**config.mk**
```make
export PLATFORM = sky130hd
export DESIGN_NAME = osd_ctrl_decode_flat
export DESIGN_NICKNAME = d
export VERILOG_FILES = /design/src/rtl/osd_pkg.sv /design/src/rtl/osd_ctrl_decode_if.sv /design/src/rtl/osd_pixel_counter.sv /design/src/rtl/osd_ctrl_decode.sv /design/src/flat_wrapper.sv
export SDC_FILE = /design/constraint.sdc
export NUM_CORES = 1
export LEC_CHECK = 0
export CORE_ASPECT_RATIO = 0.6
export CORE_MARGIN = 2
export CORE_UTILIZATION = 48
export DETAILED_ROUTE_END_ITERATION = 8
export PLACE_DENSITY = 0.86
export SYNTH_ARGS = -nofsm -noshare
export SYNTH_HDL_FRONTEND = slang
export SYNTH_HIERARCHICAL = 1
export SYNTH_SLANG_ARGS = --single-unit
```
**constraint.sdc**
```tcl
create_clock -name clk -period 2.9 [get_ports clk]
set_input_delay 0.29 -clock clk [delete_from_list [all_inputs] [get_ports clk]]
set_output_delay 0.29 -clock clk [all_outputs]
set_load 0.05 [all_outputs]
```
**src/rtl/osd_pkg.sv**
```systemverilog
// ---------------------------------------------------------------------------
// osd_pkg
// Shared definitions for the OSD control/video packet decoder:
//   - state_t       : one-hot parser states (IDLE, CTRL, VIDEO, DROP)
//   - PKT_VIDEO     : Avalon-ST Video packet type of a video packet
//   - PKT_CTRL      : Avalon-ST Video packet type of a control packet
//   - CTRL_NIBBLES  : number of payload nibbles in a control packet
//   - ctrl_beats()  : payload beats needed to carry CTRL_NIBBLES at a plane count
// ---------------------------------------------------------------------------
package osd_pkg;

  typedef enum logic [3:0] {
    ST_IDLE  = 4'b0001,
    ST_CTRL  = 4'b0010,
    ST_VIDEO = 4'b0100,
    ST_DROP  = 4'b1000
  } state_t;

  localparam logic [3:0] PKT_VIDEO    = 4'h0;
  localparam logic [3:0] PKT_CTRL     = 4'hF;
  localparam int         CTRL_NIBBLES = 9;

  // One nibble per plane per beat, so the payload length is a ceiling division.
  function automatic int ctrl_beats(input int planes);
    return (CTRL_NIBBLES + planes - 1) / planes;
  endfunction

endpackage

```
**src/rtl/osd_ctrl_decode_if.sv**
```systemverilog
// ---------------------------------------------------------------------------
// osd_ctrl_decode_if
// Avalon-ST streaming link (data/valid/SOP/EOP forward, ready backward).
//   master modport : drives data, valid, startofpacket, endofpacket; reads ready
//   slave  modport : reads data, valid, startofpacket, endofpacket; drives ready
// Parameter DATA_WIDTH sets the beat width.
// ---------------------------------------------------------------------------
interface osd_ctrl_decode_if #(
  parameter int DATA_WIDTH = 24
);
  logic [DATA_WIDTH-1:0] data;
  logic                  valid;
  logic                  startofpacket;
  logic                  endofpacket;
  logic                  ready;

  modport master (
    output data, valid, startofpacket, endofpacket,
    input  ready
  );

  modport slave (
    input  data, valid, startofpacket, endofpacket,
    output ready
  );
endinterface

```
**src/rtl/osd_pixel_counter.sv**
```systemverilog
// ---------------------------------------------------------------------------
// osd_pixel_counter
// x/y coordinate counters for the pixel currently presented downstream.
//   clk, rst_n : clock, asynchronous active-low reset
//   i_step     : a pixel was transferred this cycle
//   i_clear    : a video header was accepted; restart at 0/0 (wins over step)
//   i_width    : frame width used to wrap x
//   o_x, o_y   : coordinates of the current pixel
// A zero width has no wrap point, so x saturates instead of wrapping.
// ---------------------------------------------------------------------------
module osd_pixel_counter (
  input  logic        clk,
  input  logic        rst_n,
  input  logic        i_step,
  input  logic        i_clear,
  input  logic [15:0] i_width,
  output logic [15:0] o_x,
  output logic [15:0] o_y
);
  logic [15:0] r_x;
  logic [15:0] r_y;
  logic [15:0] w_x_last;

  assign w_x_last = i_width - 16'd1;

  always_ff @(posedge clk or negedge rst_n) begin
    if (!rst_n) begin
      r_x <= '0;
      r_y <= '0;
    end else if (i_clear) begin
      r_x <= '0;
      r_y <= '0;
    end else if (i_step) begin
      if (i_width == 16'd0) begin
        if (r_x != 16'hFFFF) r_x <= r_x + 16'd1;
      end else if (r_x == w_x_last) begin
        r_x <= '0;
        r_y <= r_y + 16'd1;
      end else begin
        r_x <= r_x + 16'd1;
      end
    end
  end

  assign o_x = r_x;
  assign o_y = r_y;
endmodule

```
**src/rtl/osd_ctrl_decode.sv**
```systemverilog
// ---------------------------------------------------------------------------
// osd_ctrl_decode
// Avalon-ST Video packet parser in front of the OSD generator. Latches
// width/height/interlace from control packets, drops user packets, strips all
// headers and passes video pixels through with zero latency plus x/y coords.
//   clk, rst_n         : clock, asynchronous active-low reset
//   din   (slave)      : input packet stream
//   dout  (master)     : video pixel stream (SOP = first pixel, EOP = last)
//   video_width/height : latched frame size (16b each)
//   video_interlaced   : latched interlace nibble
//   ctrl_update        : 1-cycle pulse after new control values are latched
//   pixel_x, pixel_y   : coordinates of the current dout beat
//   frame_error        : only with OSD_FRAME_CHECK_EN defined; pulses after a
//                        video EOP at the wrong coordinates or an abandoned frame
// Optional feature macro: OSD_FRAME_CHECK_EN.
// ---------------------------------------------------------------------------
module osd_ctrl_decode
  import osd_pkg::*;
#(
  parameter int DATA_WIDTH  = 24,
  parameter int DATA_BITS   = 8,
  parameter int DATA_PLANES = 3
) (
  input  logic               clk,
  input  logic               rst_n,
  osd_ctrl_decode_if.slave   din,
  osd_ctrl_decode_if.master  dout,
  output logic [15:0]        video_width,
  output logic [15:0]        video_height,
  output logic [3:0]         video_interlaced,
  output logic               ctrl_update,
  output logic [15:0]        pixel_x,
  output logic [15:0]        pixel_y
`ifdef OSD_FRAME_CHECK_EN
  ,
  output logic               frame_error
`endif
);
  localparam int CTRL_BEATS = ctrl_beats(DATA_PLANES);
  localparam int SHADOW_W   = 4 * CTRL_NIBBLES;

  state_t                r_state;
  state_t                w_state_next;
  logic                  r_run;          // low only while in reset; gates din.ready
  logic                  r_first;        // next pixel is the first of the frame
  logic                  r_ctrl_update;
  logic [3:0]            r_beat_cnt;     // control payload beats seen so far
  logic [SHADOW_W-1:0]   r_shadow;       // {width, height, interlaced}
  logic [SHADOW_W-1:0]   w_shadow_next;
  logic [15:0]           r_width;
  logic [15:0]           r_height;
  logic [3:0]            r_interlaced;
  logic [DATA_WIDTH-1:0] w_pix_data;
  logic [3:0]            w_type;
  logic                  w_din_ready;
  logic                  w_xfer;
  logic                  w_sop_xfer;
  logic                  w_hdr_video;
  logic                  w_pix_valid;
  logic                  w_pix_xfer;
  logic                  w_ctrl_beat;
  logic                  w_ctrl_done;
  logic                  w_commit;

  // In VIDEO the input is throttled directly by the downstream sink.
  assign w_din_ready = (r_state == ST_VIDEO) ? dout.ready : r_run;
  assign din.ready   = w_din_ready;

  assign w_xfer      = din.valid & w_din_ready;
  assign w_sop_xfer  = w_xfer & din.startofpacket;
  assign w_type      = din.data[3:0];
  assign w_hdr_video = w_sop_xfer & (w_type == PKT_VIDEO);
  // An SOP seen in VIDEO is a new header, never a pixel.
  assign w_pix_valid = (r_state == ST_VIDEO) & din.valid & ~din.startofpacket;
  assign w_pix_xfer  = w_pix_valid & dout.ready;
  assign w_pix_data  = din.data;

  assign w_ctrl_beat = (r_state == ST_CTRL) & w_xfer & ~din.startofpacket;
  assign w_ctrl_done = ({1'b0, r_beat_cnt} + 5'd1) >= 5'(CTRL_BEATS);
  assign w_commit    = w_ctrl_beat & din.endofpacket & w_ctrl_done;

  // Nibble gi arrives in payload beat gi/PLANES on plane gi%PLANES; the merged
  // view lets the EOP beat's own nibbles be committed at the same edge.
  genvar gi;
  generate
    for (gi = 0; gi < CTRL_NIBBLES; gi++) begin : g_nibble
      localparam int BEAT = gi / DATA_PLANES;
      localparam int LSB  = (gi % DATA_PLANES) * DATA_BITS;
      localparam int POS  = (CTRL_NIBBLES - 1 - gi) * 4;
      assign w_shadow_next[POS +: 4] =
        (w_ctrl_beat && (r_beat_cnt == 4'(BEAT))) ? din.data[LSB +: 4]
                                                  : r_shadow[POS +: 4];
    end
  endgenerate

  always_ff @(posedge clk or negedge rst_n) begin
    if (!rst_n) r_state <= ST_IDLE;
    else        r_state <= w_state_next;
  end

  always_comb begin
    w_state_next       = r_state;
    dout.data          = '0;
    dout.valid         = 1'b0;
    dout.startofpacket = 1'b0;
    dout.endofpacket   = 1'b0;
    case (r_state)
      ST_CTRL, ST_DROP: begin
        if (w_xfer && din.endofpacket) w_state_next = ST_IDLE;
      end
      ST_VIDEO: begin
        dout.data          = w_pix_data;
        dout.valid         = w_pix_valid;
        dout.startofpacket = w_pix_valid & r_first;
        dout.endofpacket   = w_pix_valid & din.endofpacket;
        if (w_pix_xfer && din.endofpacket) w_state_next = ST_IDLE;
      end
      default: ;
    endcase
    // Any accepted SOP restarts parsing, abandoning whatever was in flight.
    if (w_sop_xfer) begin
      if (din.endofpacket)          w_state_next = ST_IDLE;
      else if (w_type == PKT_CTRL)  w_state_next = ST_CTRL;
      else if (w_type == PKT_VIDEO) w_state_next = ST_VIDEO;
      else                          w_state_next = ST_DROP;
    end
  end

  always_ff @(posedge clk or negedge rst_n) begin
    if (!rst_n) begin
      r_run         <= 1'b0;
      r_first       <= 1'b0;
      r_ctrl_update <= 1'b0;
      r_beat_cnt    <= '0;
      r_shadow      <= '0;
      r_width       <= '0;
      r_height      <= '0;
      r_interlaced  <= '0;
    end else begin
      r_run         <= 1'b1;
      r_ctrl_update <= w_commit;
      if (w_hdr_video)     r_first <= 1'b1;
      else if (w_pix_xfer) r_first <= 1'b0;
      if (w_sop_xfer) begin
        r_beat_cnt <= '0;
      end else if (w_ctrl_beat && (r_beat_cnt < 4'(CTRL_BEATS))) begin
        r_beat_cnt <= r_beat_cnt + 4'd1;
        r_shadow   <= w_shadow_next;
      end
      if (w_commit) {r_width, r_height, r_interlaced} <= w_shadow_next;
    end
  end

  osd_pixel_counter u_pixel_counter (
    .clk     (clk),
    .rst_n   (rst_n),
    .i_step  (w_pix_xfer),
    .i_clear (w_hdr_video),
    .i_width (r_width),
    .o_x     (pixel_x),
    .o_y     (pixel_y)
  );

`ifdef OSD_FRAME_CHECK_EN
  logic        r_frame_error;
  logic [15:0] w_x_last;
  logic [15:0] w_y_last;

  assign w_x_last = r_width - 16'd1;
  assign w_y_last = r_height - 16'd1;

  always_ff @(posedge clk or negedge rst_n) begin
    if (!rst_n) begin
      r_frame_error <= 1'b0;
    end else begin
      r_frame_error <= (w_pix_xfer & din.endofpacket &
                        ((pixel_x != w_x_last) | (pixel_y != w_y_last))) |
                       ((r_state == ST_VIDEO) & w_sop_xfer);
    end
  end

  assign frame_error = r_frame_error;
`endif

  assign video_width      = r_width;
  assign video_height     = r_height;
  assign video_interlaced = r_interlaced;
  assign ctrl_update      = r_ctrl_update;
endmodule

```
**src/flat_wrapper.sv**
```systemverilog
// flat-port wrapper written by rule: the top's interface ports become plain ports
module osd_ctrl_decode_flat import osd_pkg::*;
#(
  parameter int DATA_WIDTH  = 24,
  parameter int DATA_BITS   = 8,
  parameter int DATA_PLANES = 3
)
  (clk, rst_n, video_width, video_height, video_interlaced, ctrl_update, pixel_x, pixel_y, din_data, din_valid, din_startofpacket, din_endofpacket, din_ready, dout_data, dout_valid, dout_startofpacket, dout_endofpacket, dout_ready);
  osd_ctrl_decode_if #(.DATA_WIDTH(DATA_WIDTH)) din_i ();
  osd_ctrl_decode_if #(.DATA_WIDTH(DATA_WIDTH)) dout_i ();
  input  logic clk;
  input  logic rst_n;
  output logic [15:0] video_width;
  output logic [15:0] video_height;
  output logic [3:0] video_interlaced;
  output logic ctrl_update;
  output logic [15:0] pixel_x;
  output logic [15:0] pixel_y;
  input wire logic [$bits(din_i.data)-1:0] din_data;
  input wire logic [$bits(din_i.valid)-1:0] din_valid;
  input wire logic [$bits(din_i.startofpacket)-1:0] din_startofpacket;
  input wire logic [$bits(din_i.endofpacket)-1:0] din_endofpacket;
  output wire logic [$bits(din_i.ready)-1:0] din_ready;
  output wire logic [$bits(dout_i.data)-1:0] dout_data;
  output wire logic [$bits(dout_i.valid)-1:0] dout_valid;
  output wire logic [$bits(dout_i.startofpacket)-1:0] dout_startofpacket;
  output wire logic [$bits(dout_i.endofpacket)-1:0] dout_endofpacket;
  input wire logic [$bits(dout_i.ready)-1:0] dout_ready;
  assign din_i.data = din_data;
  assign din_i.valid = din_valid;
  assign din_i.startofpacket = din_startofpacket;
  assign din_i.endofpacket = din_endofpacket;
  assign din_ready = din_i.ready;
  assign dout_data = dout_i.data;
  assign dout_valid = dout_i.valid;
  assign dout_startofpacket = dout_i.startofpacket;
  assign dout_endofpacket = dout_i.endofpacket;
  assign dout_i.ready = dout_ready;
  osd_ctrl_decode #(.DATA_WIDTH(DATA_WIDTH), .DATA_BITS(DATA_BITS), .DATA_PLANES(DATA_PLANES)) u_core (.clk(clk), .rst_n(rst_n), .din(din_i), .dout(dout_i), .video_width(video_width), .video_height(video_height), .video_interlaced(video_interlaced), .ctrl_update(ctrl_update), .pixel_x(pixel_x), .pixel_y(pixel_y));
endmodule
```
### Word-level counts from Yosys, hierarchy flattened

Index checks and enable logic that the tools add are counted.

| storage, ports and cells | value |
|---|---|
| flip-flop bits (word level) | 115 |
| output and inout bits | 97 |
| logic and storage cells | 96 |
| bits of input ports | 30 |

| cells by class | value |
|---|---|
| muxes and demuxes | 34 |
| reduce and logical (&&, ||, !) cells | 18 |
| add/sub/neg operators | 5 |
| bitwise operators | 14 |
| equality and inequality tests | 12 |
| magnitude comparators | 2 |

Operators by type and width:

| cell | count |
|---|---|
| 2-to-1 mux 16 bit | 9 |
| 2-to-1 mux 4 bit | 17 |
| adder 16 x 1 -> 16 bit, second input constant | 2 |
| 2-to-1 mux 24 bit | 1 |
| == test 16 bit | 1 |
| zero test 16 bit | 1 |
| inequality test 16 bit, second input constant | 1 |
| subtractor 16 x 1 -> 16 bit, second input constant | 1 |
| AND 1 bit | 12 |
| == test 4 x 2 -> 1 bit, second input constant | 2 |
| == test 4 bit, second input constant | 2 |
| zero test 4 bit | 2 |
| one-hot mux 4 bit (2 select lines) | 1 |
| logical AND 1 bit | 6 |
| 2-to-1 mux 1 bit | 6 |
| inequality test 3 x 2 -> 1 bit, second input constant | 2 |
| AND reduction 3 bit | 2 |
| nonzero test 2 bit | 3 |
| adder 4 x 1 -> 5 bit, second input constant | 1 |
| >= comparator 5 x 2 -> 1 bit, second input constant | 1 |
| adder 4 x 1 -> 4 bit, second input constant | 1 |
| == test 4 x 1 -> 1 bit, second input constant | 1 |
| == test 4 x 3 -> 1 bit, second input constant | 1 |
| less-than comparator 4 x 2 -> 1 bit, second input constant | 1 |
| 6 further kinds | 8 |

### Longest topological paths before layout

Gate-level depths: netlist of run 1.

| depth | value |
|---|---|
| depth in word-level cells | 8 |
| depth in mapped cells | 10 |
| depth with buffers taken out | 9 |

### By module

Netlist of run 1, hierarchy kept.

Modules (own cells, without submodules):

| module | cells each | sequential area each (um^2) | times used | area each (um^2) |
|---|---|---|---|---|
| osd_ctrl_decode | 290 | 2078.2 | 1 | 4330.4 |
| osd_pixel_counter | 265 | 800.8 | 1 | 2339.7 |

### Least setup slack after synthesis of run 1

No wires, ideal clock.

| timing path | value |
|---|---|
| path kind | flip-flop to flip-flop |
| start point | register u_core.r_width[0] (netlist: u_core/video_width[0]) |
| end point | register u_core.u_pixel_counter.r_y[15] (netlist: u_core/u_pixel_counter/o_y[15]) |
| required time | 2772 ps |
| stages on the path, launching flop included | 10 |
| library setup time | 128 ps |
| data arrival time | 2959 ps |
| clock period less this slack | 3086 ps |
| buffers on the path | 0 |
| setup slack | -186 ps |
| path through | dfrtp_1 -> inv_1 -> ha_1 -> nor3b_1 -> nand4b_1 -> or3b_2 -> a21boi_1 -> nand4_2 -> nor4_1 -> mux2_1 |

| on the way | value |
|---|---|
| cells in the longest elaborated chain, start to end | 4 |
| elaborated cells between the ends (all ways) | 6 |
| classes of those cells | add/sub: 1; eq/ne: 2; reduce/logical: 3 |

RTL lines:

| what | RTL line | RTL |
|---|---|---|
| start: declaration | osd_ctrl_decode.sv:50 | `logic [15:0] r_width;` |
| start signal: assignment | osd_ctrl_decode.sv:150 | `if (w_commit) {r_width, r_height, r_interlaced} <= w_shadow_next;` |
| subtractor 16 x 1 -> 16 bit | osd_pixel_counter.sv:24 | `assign w_x_last = i_width - 16'd1;` |
| == test 16 bit | osd_pixel_counter.sv:36 | `end else if (r_x == w_x_last) begin` |
| nonzero test 2 bit (no source line) | -- |  |
| AND reduction 3 bit (no source line) * | -- |  |
| end signal: assignment | osd_pixel_counter.sv:38 | `r_y <= r_y + 16'd1;` |
| end: declaration | osd_pixel_counter.sv:21 | `logic [15:0] r_y;` |

Every way passes the cells marked *; elsewhere a longest branch is shown, timed or not.
A chain may end at the register's enable or synchronous reset.

### Worst setup path after layout of run 1

| timing path | value |
|---|---|
| start point | register u_core.r_width[1] (netlist: u_core/video_width[1]) |
| end point | register u_core.u_pixel_counter.r_y[8] (netlist: u_core/u_pixel_counter/o_y[8]) |

The elaborated chain is that of the path after synthesis.

==> results of run 1 <==
==> per-stage QoR <==
step                      cell area (µm²)  setup WS [ns]  cells  hold WS (ns)
after global placement               8360          0.106    877         0.368
final                                9040         0.0781    911         0.461
after detailed placement             8360         0.0203    877         0.386
after global routing                 9040       -0.00472    911         0.515
after floorplan                      6690         0.0390    555      -0.00559
after CTS                            8970         0.0299    910         0.488
==> worst reg2reg max path, cell delays in order (launching register included) <==
cell      delay [ns]
dfrtp_2         0.43
or3_4           0.43
or4_1           0.57
a221oi_4        0.38
nand4_1         0.16
buf_4           0.20
nor3_1          0.18
mux2_2          0.36
==> path summary, 6_finish.rpt <==
path | startpoint | endpoint | cells past startpoint | slack, ns
max in group asynchronous | rst_n | u_core/r_state[0]$_DFFE_PN1P_ | 3 | 1.59
setup / recovery | u_core/video_width[1]$_DFFE_PN0P_ | u_core/u_pixel_counter/o_y[8]$_DFFE_PN0P_ | 7 | 0.08
setup reg to reg | u_core/video_width[1]$_DFFE_PN0P_ | u_core/u_pixel_counter/o_y[8]$_DFFE_PN0P_ | 7 | 0.08
hold reg to reg | u_core/r_first$_DFFE_PN0P_ | u_core/r_first$_DFFE_PN0P_ | 1 | 0.49
min in group clk | u_core/r_first$_DFFE_PN0P_ | u_core/r_first$_DFFE_PN0P_ | 1 | 0.49
hold / removal | rst_n | u_core/video_width[10]$_DFFE_PN0P_ | 2 | 0.46
==> repair_timing <==
action / CTS / global route
setup buffers: 0 / 1
endpoints found under the hold margin: 52 / 0
hold buffers: 1 / 0
resized for setup: 0 / 13
setup endpoints to repair: 0 / 27
==> cells by family (layout without fill, tap and decap cells) <==
family / count (synthesis) / in the layout / share of synthesized area
buffers and inverters: 35 / 216 / 0.0317
adder cells (fa/ha/maj): 8 / 8 / 0.0150
AND/OR/NAND/NOR: 196 / 196 / 0.183
XOR/XNOR: 33 / 33 / 0.0433
AO/OA/AOI/OAI: 49 / 49 / 0.0606
other: 1 / 1 / 0.000562
flip-flops: 115 / 115 / 0.432
multiplexers: 118 / 118 / 0.235
==> cell type report <==
class / instances / area [µm²]
well taps: 175 / 219
flip-flops and latches: 115 / 2890
multi-input cells: 405 / 3640
inverters: 14 / 52.6
clock inverters: 10 / 121
repair buffers: 170 / 1630
clock buffers: 22 / 484
fillers: 970 / 4590
==> sequential cells by signal, indices dropped and copies added, names as in the netlist <==
signal and flops:
u_core/r_shadow 36, u_core/u_pixel_counter/o_x 16, u_core/u_pixel_counter/o_y 16, u_core/video_height 16
u_core/video_width 16, u_core/r_beat_cnt 4, u_core/r_state 4, u_core/video_interlaced 4
u_core/ctrl_update 1, u_core/r_first 1, u_core/r_run 1
==> cells in the mapped netlist, types with 8 or more instances <==
master | count | area (µm²)
nor2b_1 | 11 | 68.8
dfrtp_1 | 114 | 2850
ha_1 | 8 | 100
clkbuf_1 | 9 | 33.8
inv_1 | 14 | 52.6
nand4_1 | 10 | 62.6
xnor2_1 | 13 | 114
nand2_1 | 28 | 105
buf_6 | 10 | 113
nor2_1 | 35 | 131
and2_1 | 28 | 175
and3_1 | 8 | 50.1
mux2_2 | 50 | 563
xor2_1 | 20 | 175
mux2_4 | 64 | 961
a21oi_1 | 8 | 40.0
nand3_1 | 16 | 80.1
==> power by group through the flow <==
stage | clock [mW] | combinational, mW | sequential [mW]
after floorplan | 0 | 0.239 | 1.78
after global placement | 0 | 0.387 | 1.77
after detailed placement | 0 | 0.405 | 1.78
after CTS | 2.17 | 0.409 | 1.76
after global routing | 2.25 | 0.439 | 1.77
final | 2.14 | 0.407 | 1.76
==> layer usage <==
| layer | up-vias | GRT usage |
|---|---|---|
| met4 | 0 | 0.0528 |
| met5 | - | 0 |
| met2 | 231 | 0.377 |
| li1 | 2335 | - |
| met1 | 2622 | 0.348 |
| met3 | 12 | 0.0886 |
==> flow_summary.json, run 1 <==
{
  "status": "complete, no violations",
  "syn_area_um2": 6670,
  "path_clk_slew_ns": 0.06,
  "die_h_um": 95.3,
  "hp-class": "primary input to async pin",
  "p_int_mw": 3.27,
  "maxCapViolations": 0,
  "slew_viol_final": 0,
  "clk_latency_ns": 0.41,
  "cp-start-kind": "flip-flop",
  "wl_met2_um": 7790,
  "cts_tree": "done",
  "synth_cells": 555,
  "grt_start_max_net_pins": 56,
  "ant_nets": 0,
  "die_area_um2": 14900,
  "synth-seq-area-share": 0.432,
  "fin_skew_ns": 0.00984,
  "switching_share": 0.240,
  "setup_tns_ns": 0,
  "leakage_nw": 4.45,
  "wl_met3_um": 1610,
  "antenna_cells": 0,
  "start_util": 0.490,
  "fp.dieW_um": 156,
  "async_flop_share": 1.00,
  "hold_viol": 0,
  "crit_chain": "or3_4 -> or4_1 -> a221oi_4 -> nand4_1 -> buf_4 -> nor3_1 -> mux2_2",
  "synth_warnings": 6,
  "grt_pass1_wl_um": 28500,
  "end_kind": "flip-flop",
  "critPathKind": "flip-flop to flip-flop",
  "cts_buffer_depth": 2,
  "dr.pass1.iters": 6,
  "fin_crit_ns": 2.82,
  "p_total_mw": 4.31,
  "grt_overflow": 0,
  "vias_per_cell": 5.71,
  "clock_sinks": 115,
  "worstMarginPinSlew_ns": 0.705,
  "antenna_found_initial": 0,
  "p_per_area_nw_per_um2": 476,
  "grt_pass1_vias": 5275,
  "synth_flop_cell": "dfrtp_1",
  "seq_power_share": 0.409,
  "highest_layer": "met4",
  "p_clk_frac": 0.497,
  "ir_drop_uv": 353,
  "drt_iter0_drc": 351,
  "critPathBufInv": 1,
  "fin_util": 0.663,
  "cts_buffers": 17,
  "avgSynthCellArea_um2": 12.0,
  "avgRoutedWirePerCell_um": 19.6,
  "syn_to_final_growth_pct": 35.5,
  "comb_power_share": 0.095,
  "crit_path_top_delay_cell": "or4_1",
  "layout_common_cells": "dfrtp_1, clkdlybuf4s50_1, mux2_4, buf_4, mux2_2",
  "p_sw_mw": 1.03,
  "crit_fanout": 7,
  "ys_types": 69,
  "gp_congestion": 0.922,
  "gr-usage-all-layers": 0.249,
  "fmaxAchievable_mhz": 354,
  "slowest_delay_ns": 0.57,
  "cp.arrival_ns": 3.12,
  "vias": 5200,
  "fin_crit_sh": 0.973,
  "port_buffers": 126,
  "htreeDepth": 4,
  "drt-met1-wl_um": 8310,
  "synth_edf_count": 0,
  "fin_nets": 761,
  "setup_viol": 0,
  "maxSlewHeadroom": 0.530,
  "cp.required_ns": 3.19,
  "post-route-drc-count": 0,
  "final_layout_size_suffix_gt1_frac": 0.356,
  "drt_wl_total_um": 17800,
  "post-dp-hpwl_um": 12600,
  "core_um2": 13600,
  "io-pin-count": 127,
  "rows": 33,
  "ctsRootBufferMaster": "clkbuf_16",
  "cp_top_family": "simple AND/OR/NAND/NOR gates",
  "final_common_cell": "dfrtp_1",
  "syn_nets": 593,
  "ys_ff_latch": 115
}
(Power assumes the default switching activity.)
==> run 2, diff against run 1 <==
Settings changed: CORE_MARGIN 2 to 3, CORE_UTILIZATION 48 to 50, PLACE_DENSITY 0.86 to 0.85.
Clock period 2.9 ns to 3.7 ns, I/O delays scaled along.
==> run 2 against run 1 <==
Fmax decreased by 19%. Power fell by 23%. Via count fell by 1.4%. Cell count decreased by 4.6%. Worst hold slack got worse by 0.35 ns. Sequential power is 22% lower. Sequential cell count is the same. Design area down 4.2%. Critical path type unchanged. Largest power group unchanged.
==> flow_summary.json, run 2 (same netlist as run 1, synthesis figures left out) <==
{
  "crit_end": "u_core/u_pixel_counter/o_y[8]$_DFFE_PN0P_",
  "fmaxAchievable_mhz": 288,
  "port_buffers": 126,
  "fin_crit_sh": 0.938,
  "fin_nets": 729,
  "crit_chain": "or4_4 -> nor4_1 -> and4b_2 -> a211oi_2 -> nand4_1 -> nor3_1 -> mux2_2",
  "cts_buffer_depth": 2,
  "cp.required_ns": 3.99,
  "slowest_delay_ns": 0.65,
  "crit_path_top_delay_cell": "or4_4",
  "postCtsHoldBufs": 0,
  "rr_worst_depth": 7,
  "setup_tns_ns": 0,
  "cp.arrival_ns": 3.76,
  "avgRoutedWirePerCell_um": 20.2,
  "fin_crit_ns": 3.47,
  "vias_per_cell": 5.90,
  "drt_iter0_drc": 400,
  "cp-start-kind": "flip-flop",
  "fin_skew_ns": 0.00800,
  "gr-usage-all-layers": 0.241,
  "fin_util": 0.691,
  "r2r-end": "u_core/u_pixel_counter/o_y[8]$_DFFE_PN0P_",
  "ctsRootBufferMaster": "clkbuf_16",
  "post-route-drc-count": 0,
  "setup_viol": 0,
  "core_um2": 12500,
  "vias": 5126,
  "leakage_nw": 4.22,
  "antenna_cells": 0,
  "maxCapViolations": 0,
  "largest_register_ffs": 36,
  "critPathKind": "flip-flop to flip-flop",
  "cts_resized": 0,
  "stdcell_area_um2": 8660,
  "p_per_area_nw_per_um2": 380,
  "top_register": "u_core/r_shadow",
  "grt_overflow": 0,
  "start_util": 0.532,
  "slew_viol_final": 0,
  "grt_pass1_vias": 5323,
  "die_area_um2": 14800,
  "ff2ff_setup_slack_ns": 0.23,
  "cts_tree": "done",
  "grt_setup_unrepaired": "no",
  "rows": 31,
  "cp.depth": 7,
  "drt_wl_total_um": 17600,
  "placed_area_um2": 8080,
  "post-dp-hpwl_um": 11800,
  "die_h_um": 95.5,
  "clock_sinks": 115,
  "fp.dieW_um": 155,
  "cp_top_family": "simple AND/OR/NAND/NOR gates",
  "clk_latency_ns": 0.41,
  "worstMarginPinSlew_ns": 0.963,
  "cts_setup_buffers": 0,
  "grt_pass1_wl_um": 28200,
  "critPathBufInv": 0,
  "path_clk_slew_ns": 0.06,
  "antenna_found_initial": 0,
  "layout_common_cells": "clkdlybuf4s50_1, dfrtp_1, mux2_4, mux2_2, nor2_1",
  "crit_fanout": 9,
  "dr.pass1.iters": 4,
  "ant_nets": 0,
  "maxSlewHeadroom": 0.358,
  "grt_start_max_net_pins": 74,
  "syn_to_final_growth_pct": 29.8,
  "final_common_cell": "clkdlybuf4s50_1",
  "hold_viol": 0,
  "hp-class": "primary input to async pin",
  "cts_buffers": 17,
  "ir_drop_uv": 271,
  "final_layout_size_suffix_gt1_frac": 0.264,
  "startpoint": "u_core/video_width[4]$_DFFE_PN0P_",
  "io-pin-count": 127,
  "gp_congestion": 0.877,
  "reg2reg_from": "u_core/video_width[4]$_DFFE_PN0P_",
  "end_kind": "flip-flop",
  "status": "complete, no violations",
  "htreeDepth": 4
}
## run 2: changes by cell type in the layout (fill, tap and decap cells not counted), sizes merged
cell	change
buf	-59
clkdlybuf4s50	+28
inv	-3
dlygate4sd3	-1
clkinvlp	-2
clkbuf	+1
clkinv	+4
## run 2: power by group
part / leakage [nW] / internal [mW] / total [mW] / switching (mW)
Sequential: 1.59 / 1.32 / 1.38 / 0.0601
Combinational: 2.35 / 0.173 / 0.309 / 0.135
Clock: 0.283 / 1.04 / 1.61 / 0.568
## run 2: layout make-up
| type | instances | area (µm²) |
|---|---|---|
| Tap cell | 165 | 206 |
| Fill cell | 865 | 3870 |
| Clock buffer | 23 | 478 |
| Multi-Input combinational cell | 405 | 3580 |
| Timing Repair Buffer | 138 | 1360 |
| Inverter | 14 | 52.6 |
| Clock inverter | 9 | 104 |
| Sequential cell | 115 | 2880 |
## run 2: metrics by stage
stage | setup slack [ns] | std cells | hold WS [ns] | power (mW)
finish | 0.228 | 869 | 0.110 | 3.29
global route | 0.181 | 869 | 0.184 | 3.40
CTS | 0.336 | 869 | 0.146 | 3.31
detailed placement | 0.345 | 837 | 0.462 | 1.70
global placement | 0.422 | 837 | 0.457 | 1.69
floorplan | 0.614 | 555 | 0.0744 | 1.58
## run 2: worst min path at each step
stage                                            endpoint  slack [ns]                       start  depth (start not counted)
2_1_floorplan                u_core/ctrl_update$_DFF_PN0_        0.07                       rst_n                          0
3_3_place_gp                   u_core/r_first$_DFFE_PN0P_        0.46  u_core/r_first$_DFFE_PN0P_                          1
3_5_place_dp                   u_core/r_first$_DFFE_PN0P_        0.46  u_core/r_first$_DFFE_PN0P_                          1
4_1_cts        u_core/u_pixel_counter/o_y[12]$_DFFE_PN0P_        0.15                       rst_n                          1
5_1_grt        u_core/u_pixel_counter/o_y[13]$_DFFE_PN0P_        0.18                       rst_n                          1
6_report       u_core/u_pixel_counter/o_y[12]$_DFFE_PN0P_        0.11                       rst_n                          1
## run 2: metal layers
metal / vias up / share of wire / global-route usage
met5: - / 0 / 0
met4: 0 / 0.012 / 0.0639
met3: 21 / 0.068 / 0.0676
met2: 224 / 0.47 / 0.382
met1: 2593 / 0.45 / 0.330
li1: 2288 / - / -
